**src/rtl/cam_access_ctrl.sv**
```systemverilog
// Sequencing controller for a 32x32 CAM: one request at a time, per-entry valid bits,
// occupancy tracking and search-then-allocate INSERT. Optional macro: CAM_CTRL_EVICT_EN.
module cam_access_ctrl #(
  parameter int CAM_LAT = 1
) (
  input  logic        clk_i,
  input  logic        rst_i,
  input  logic        req_valid_i,
  output logic        req_ready_o,
  input  logic [1:0]  req_op_i,
  input  logic [4:0]  req_index_i,
  input  logic [31:0] req_data_i,
  output logic        rsp_valid_o,
  input  logic        rsp_ready_i,
  output logic        rsp_hit_o,
  output logic [4:0]  rsp_index_o,
  output logic [31:0] rsp_data_o,
  output logic        rsp_err_o,
  output logic        cam_read_enable_o,
  output logic [4:0]  cam_read_index_o,
  output logic        cam_write_enable_o,
  output logic [4:0]  cam_write_index_o,
  output logic [31:0] cam_write_data_o,
  output logic        cam_search_enable_o,
  output logic [31:0] cam_search_data_o,
  input  logic        cam_read_valid_i,
  input  logic [31:0] cam_read_value_i,
  input  logic        cam_search_valid_i,
  input  logic [4:0]  cam_search_index_i,
  output logic [5:0]  occ_count_o,
  output logic        full_o,
  output logic [2:0]  dbg_state_o
);

  // Handshakes: a request transfers on a clock edge where req_valid_i && req_ready_o;
  // a response transfers on an edge where rsp_valid_o && rsp_ready_i. Neither side
  // may retract valid before the transfer; ready seen without valid has no effect.

  typedef enum logic [2:0] {IDLE, ISSUE, WAIT, ALLOC, RESP} state_t;

  localparam logic [1:0] OP_READ   = 2'b00;
  localparam logic [1:0] OP_WRITE  = 2'b01;
  localparam logic [1:0] OP_INSERT = 2'b11;
  localparam logic [1:0] LAT_LAST  = 2'(CAM_LAT - 1);

  state_t      state, state_next;
  logic [1:0]  op_q;
  logic [4:0]  index_q;
  logic [31:0] data_q;
  logic [1:0]  lat_cnt;
  logic [31:0] valid_q;
  logic        rsp_hit_q, rsp_err_q;
  logic [4:0]  rsp_index_q;
  logic [31:0] rsp_data_q;
`ifdef CAM_CTRL_EVICT_EN
  logic [4:0]  victim_q;
`endif

  logic        rd_en, wr_en, se_en;
  logic [4:0]  wr_idx;
  logic [4:0]  free_idx;
  logic        lat_done;
  logic        search_hit;

  assign lat_done   = (lat_cnt == LAT_LAST);
  // The CAM has no valid bits, so a match on a stale entry is a miss.
  assign search_hit = cam_search_valid_i && valid_q[cam_search_index_i];

  always_comb begin
    occ_count_o = '0;
    for (int i = 0; i < 32; i++) occ_count_o = occ_count_o + 6'(valid_q[i]);
  end
  assign full_o = (occ_count_o == 6'd32);

  // Descending scan so the lowest invalid index wins.
  always_comb begin
    free_idx = '0;
    for (int i = 31; i >= 0; i--) if (!valid_q[i]) free_idx = 5'(i);
  end

  always_ff @(posedge clk_i) begin
    if (rst_i) state <= IDLE;
    else       state <= state_next;
  end

  always_comb begin
    state_next  = state;
    req_ready_o = 1'b0;
    rsp_valid_o = 1'b0;
    rd_en       = 1'b0;
    wr_en       = 1'b0;
    se_en       = 1'b0;
    wr_idx      = index_q;
    case (state)
      IDLE: begin
        req_ready_o = 1'b1;
        if (req_valid_i) state_next = ISSUE;
      end
      ISSUE: begin
        if (op_q == OP_READ) begin
          rd_en      = 1'b1;
          state_next = WAIT;
        end else if (op_q == OP_WRITE) begin
          wr_en      = 1'b1;
          state_next = RESP;
        end else begin
          se_en      = 1'b1;
          state_next = WAIT;
        end
      end
      WAIT: begin
        if (lat_done) state_next = (op_q == OP_INSERT && !search_hit) ? ALLOC : RESP;
      end
      ALLOC: begin
        state_next = RESP;
        if (!full_o) begin
          wr_en  = 1'b1;
          wr_idx = free_idx;
        end
`ifdef CAM_CTRL_EVICT_EN
        else begin
          wr_en  = 1'b1;
          wr_idx = victim_q;
        end
`endif
      end
      RESP: begin
        rsp_valid_o = 1'b1;
        if (rsp_ready_i) state_next = IDLE;
      end
      default: state_next = IDLE;
    endcase
  end

  always_ff @(posedge clk_i) begin
    if (rst_i) begin
      op_q        <= '0;
      index_q     <= '0;
      data_q      <= '0;
      lat_cnt     <= '0;
      valid_q     <= '0;
      rsp_hit_q   <= 1'b0;
      rsp_err_q   <= 1'b0;
      rsp_index_q <= '0;
      rsp_data_q  <= '0;
`ifdef CAM_CTRL_EVICT_EN
      victim_q    <= '0;
`endif
    end else begin
      if (state == IDLE && req_valid_i) begin
        op_q    <= req_op_i;
        index_q <= req_index_i;
        data_q  <= req_data_i;
      end
      if (state == ISSUE)     lat_cnt <= '0;
      else if (state == WAIT) lat_cnt <= lat_cnt + 2'd1;
      if (wr_en) valid_q[wr_idx] <= 1'b1;

      if (state == ISSUE && op_q == OP_WRITE) begin
        rsp_hit_q   <= 1'b1;
        rsp_err_q   <= 1'b0;
        rsp_index_q <= index_q;
        rsp_data_q  <= '0;
      end
      if (state == WAIT && lat_done) begin
        rsp_err_q <= 1'b0;
        if (op_q == OP_READ) begin
          rsp_hit_q   <= valid_q[index_q];
          rsp_index_q <= index_q;
          rsp_data_q  <= (valid_q[index_q] && cam_read_valid_i) ? cam_read_value_i : '0;
        end else begin
          rsp_hit_q   <= search_hit;
          rsp_index_q <= search_hit ? cam_search_index_i : 5'd0;
          rsp_data_q  <= '0;
        end
      end
      if (state == ALLOC) begin
        if (!full_o) begin
          rsp_hit_q   <= 1'b1;
          rsp_err_q   <= 1'b0;
          rsp_index_q <= free_idx;
        end else begin
`ifdef CAM_CTRL_EVICT_EN
          rsp_hit_q   <= 1'b1;
          rsp_err_q   <= 1'b0;
          rsp_index_q <= victim_q;
          victim_q    <= victim_q + 5'd1;
`else
          rsp_hit_q   <= 1'b0;
          rsp_err_q   <= 1'b1;
          rsp_index_q <= '0;
`endif
        end
      end
    end
  end

  assign rsp_hit_o   = rsp_hit_q;
  assign rsp_err_o   = rsp_err_q;
  assign rsp_index_o = rsp_index_q;
  assign rsp_data_o  = rsp_data_q;

  // Address/data buses are zero whenever their strobe is low.
  assign cam_read_enable_o   = rd_en;
  assign cam_read_index_o    = rd_en ? index_q : 5'd0;
  assign cam_write_enable_o  = wr_en;
  assign cam_write_index_o   = wr_en ? wr_idx : 5'd0;
  assign cam_write_data_o    = wr_en ? data_q : 32'd0;
  assign cam_search_enable_o = se_en;
  assign cam_search_data_o   = se_en ? data_q : 32'd0;

  assign dbg_state_o = state;

endmodule

```
**config.mk**
```make
export PLATFORM = sky130hd
export DESIGN_NAME = cam_access_ctrl
export DESIGN_NICKNAME = d
export VERILOG_FILES = /design/src/rtl/cam_access_ctrl.sv
export SDC_FILE = /design/constraint.sdc
export NUM_CORES = 1
export LEC_CHECK = 0
export ABC_AREA = 1
export CAP_MARGIN = 20
export CORE_ASPECT_RATIO = 1.5
export CORE_MARGIN = 4
export CORE_UTILIZATION = 30
export DETAILED_ROUTE_END_ITERATION = 8
export GPL_TIMING_DRIVEN = 0
export SYNTH_ARGS = -nofsm -noshare
export SYNTH_HDL_FRONTEND = slang
export SYNTH_SLANG_ARGS = --single-unit
```
**constraint.sdc**
```tcl
create_clock -name clk_i -period 10.6 [get_ports clk_i]
set_clock_uncertainty 0.2 [all_clocks]
set_input_delay 2.12 -clock clk_i [delete_from_list [all_inputs] [get_ports clk_i]]
set_output_delay 2.12 -clock clk_i [all_outputs]
set_load 0.01 [all_outputs]
```
==> results of run 1 <==
-- worst register-to-register path: stages (launching register included) --
cell and delay, ns:
dfxtp_1 0.37, inv_1 0.14, fa_1 0.50, fa_1 0.49, inv_1 0.05, fa_1 0.47, inv_1 0.05, fa_1 0.49
fa_1 0.54, fa_1 0.40, inv_1 0.06, ha_1 0.15, inv_1 0.05, fa_1 0.40, o21ai_0 0.29, nand4_1 0.15
nor2_2 0.28, nor2_4 0.07, inv_2 0.13, nor2_4 0.06, inv_1 0.07, nor2_1 0.05, nand2_1 0.10, o21ai_0 0.11
nor2_1 0.60, buf_2 0.40, nand4_1 0.16, a21oi_1 0.16
-- cells by family (layout without fill, tap and decap cells) --
kind of cell | Yosys count | after routing
AND/OR/NAND/NOR | 323 | 323
AO/OA/AOI/OAI | 263 | 263
buffers and inverters | 173 | 412
flip-flops | 115 | 115
adder cells (fa/ha/maj) | 32 | 32
XOR/XNOR | 3 | 3
multiplexers | 1 | 1
other | 0 | 1
-- flip-flops by register name (all words and copies together) (netlist names) --
| signal | flops |
|---|---|
| data_q | 32 |
| dbg_state_o | 3 |
| index_q | 5 |
| lat_cnt | 2 |
| op_q | 2 |
| rsp_data_o | 32 |
| rsp_err_o | 1 |
| rsp_hit_o | 1 |
| rsp_index_o | 5 |
| valid_q | 32 |
-- placed cells by master, fill, tap and decap left out, types with 2 or more instances in the layout --
cell type	netlist	final
a211oi_1	2	2
a21oi_1	152	152
a21oi_2	2	2
a31oi_1	3	3
buf_1	3	3
buf_4	2	2
bufinv_16	0	2
clkbuf_1	41	43
clkbuf_16	0	17
clkbuf_8	0	4
clkdlybuf4s50_1	0	208
clkinv_2	0	2
clkinvlp_4	0	3
dfxtp_1	115	115
fa_1	24	24
ha_1	8	8
inv_1	121	121
inv_2	3	3
nand2_1	109	109
nand2_2	2	2
nand2_4	2	2
nand3_1	66	66
nand4_1	18	18
nor2_1	113	113
nor2_2	3	3
nor2_4	2	2
nor3_1	6	6
o21ai_0	97	97
o22ai_1	4	4
xor2_1	2	2
-- area by class of cell --
class	count	share of cell area [%]
Inverter	125	5.02
Buffer	48	2.14
Timing Repair Buffer	208	22.3
Clock buffer	23	5.22
Multi-Input combinational cell	622	36.0
Sequential cell	115	24.6
Clock inverter	8	1.08
Antenna cell	1	0.0268
Tap cell	264	3.54
-- metal layers --
metal / vias to the layer above / track usage, % / part of all wire, %
met5: - / 0 / 0
met4: 0 / 8.03 / 3.2
met3: 58 / 5.14 / 6.6
met2: 266 / 37.5 / 52
met1: 3236 / 22.5 / 38
li1: 3443 / - / -
-- power by group --
group	switching, W	internal, W	total, W
Sequential	0.0000169	0.000465	0.000482
Clock	0.000206	0.000369	0.000575
Combinational	0.000187	0.000111	0.000298
-- final timing paths --
| path | startpoint | end | slack [ns] | depth (start not counted) |
|---|---|---|---|---|
| setup / recovery | valid_q[25] | cam_write_data_o[3] | 1.12 | 22 |
| hold / removal | rsp_data_o[17] | rsp_data_o[17] | 0.26 | 2 |
| setup reg to reg | valid_q[25] | valid_q[20] | 3.56 | 27 |
| hold reg to reg | rsp_data_o[17] | rsp_data_o[17] | 0.26 | 2 |
-- per-stage QoR --
| stage | instances | total power [W] | utilization, % |
|---|---|---|---|
| 6_report | 1414 | 0.00136 | 45.4 |
| 3_3_place_gp | 1382 | 0.000787 | 42.5 |
| 3_5_place_dp | 1382 | 0.000787 | 42.5 |
| 5_1_grt | 1413 | 0.00142 | 45.4 |
| 2_1_floorplan | 910 | 0.000650 | - |
| 4_1_cts | 1413 | 0.00137 | 45.4 |
==> run summary, run 1 <==
Crit path max fanout - 10
Num CTS Buffers - 17
Final setup fails - 0
Seq cells post-synth - 115
Num rows - 64
First-pass GRT wire length - 38000 µm
IO Pins - 210
Via/cell ratio - 4.95
Endpoint class of the critical path - primary output
Asr flop ratio synth - 0%
Initial antenna violation count - 0
H-tree levels - 4
Cts hold-fix bufs - 0
Fillers - 2153
Max Fclk - 105 MHz
Main area contributors after synthesis - dfxtp_1 (36%), a21oi_1 (12%), o21ai_0 (7.7%)
Top-count cell post-synth - a21oi_1
Final hold slack - 0.260 ns
Register area - 0.00230 mm²
Routed wire length - 24200 µm
Pwr dens - 145 mW/mm²
Most used cell along the critical path - fa_1
Crit path time final - 9.48 ns
HP Class - flip-flop to flip-flop
Gr usage total - 20.5%
Wire per inst - 17.1 µm
Longest Clk Path Bufs - 2
HPWL reported at the end of detailed placement - 19000 µm
Max_slew headroom - 51.1%
Clock Tree Root - clkbuf_16
WP data arrival - 7.16 ns
# DRC - 0
Yosys top cell by area - dfxtp_1
1st-iter DRT viols - 428
Gr ovfl total - 0
Setup ws final - 1.12 ns
Die H - 186 µm
Placed inst area - 0.00875 mm²
Area of the multi-input gates - 0.00337 mm²
Clock Latency Late Sink - 0.41 ns
Pre-CTS setup slack - 1.48 ns
Worst-margin pin slew - 0.730 ns
Final Cycle Share - 89.5%
Outcome - complete, no violations
Placer Congestion - 0.921
Final hold viol count - 0
Die Width - 127 µm
Area added between synthesis and finish - 47.4%
Clock transition at the registers of the reported paths - 0.06 ns
Final #Nets - 1251
WP data required - 8.28 ns
Synth Area in Simple Gates - 22.1%
EDFF count, synth - 0
Final Slew Violations - 0
XOR/XNOR Fraction of Synth Area - 0.415%
Critical-path top delay cell - fa_1
Vias - 7003
Seq/Total Area, Yosys - 36.3%
Vias in the first global route - 7153
Mux contribution to synthesized area - 0.178%
Most frequent cells after synthesis - a21oi_1 (152), inv_1 (121), dfxtp_1 (115)
Count of maximum capacitance violations - 0
Mean area per synthesized cell - 6.96 µm²
Critical Path, Cell by Cell - inv_1 -> fa_1 -> fa_1 -> inv_1 -> fa_1 -> inv_1 -> fa_1 -> fa_1 -> fa_1 -> inv_1 -> ha_1 -> inv_1 -> fa_1 -> o21ai_0 -> nand4_1 -> nor2_2 -> nor2_4 -> nor2_1 -> clkbuf_1 -> clkbuf_1 -> nor2_1 -> clkdlybuf4s50_1
RSZ-0062 raised after global routing - no
Clk sinks - 115
Yosys cell types - 34
Starting Density - 30.8%
Layout cells sized above 1 - 4.35%
Port buffer count - 208
Top cell type's share of synthesized area - 36.3%
Total core area - 0.0206 mm²
Cts repair resizes - 0
Post-DRT Antenna Nets - 0
CP delay by family, top - adder cells
Mapped Area - 0.00634 mm²
Setup CP Type - flip-flop to primary output
Post-Syn Instances - 910
Commonest register cell after synthesis - dfxtp_1
Critical Path Start Type - flip-flop
TNS Setup - 0 ns
Die area - 0.0236 mm²
CTS tree - done
Post-Syn Nets - 1024
Post-synthesis compound-gate area fraction - 21.3%
Final instance area - 0.00934 mm²
Post-CTS setup buffers - 0
Max stage delay on crit path - 0.54 ns
Leakage Power - 3.35 nW
Adder-cell area share of the yosys netlist - 9.16%
Initial DRT Pass Iterations - 5
Syn. warnings - 0
CP bufs+invs - 8
Max VDD drop - 92.1 µV
Largest family of logic cells by synthesized area - simple AND/OR/NAND/NOR gates
Largest net degree at the start of global routing - 17
Power figures use the tool's default switching activity.
==> run 2: changes to the inputs <==
--- a/config.mk
+++ b/config.mk
@@ -12,6 +12,7 @@
 export CORE_UTILIZATION = 30
 export DETAILED_ROUTE_END_ITERATION = 8
 export GPL_TIMING_DRIVEN = 0
+export SLEW_MARGIN = 20
 export SYNTH_ARGS = -nofsm -noshare
 export SYNTH_HDL_FRONTEND = slang
 export SYNTH_SLANG_ARGS = --single-unit
==> results of run 2 <==
Same layout as run 1: the final DEF is identical, and so are final timing and power.
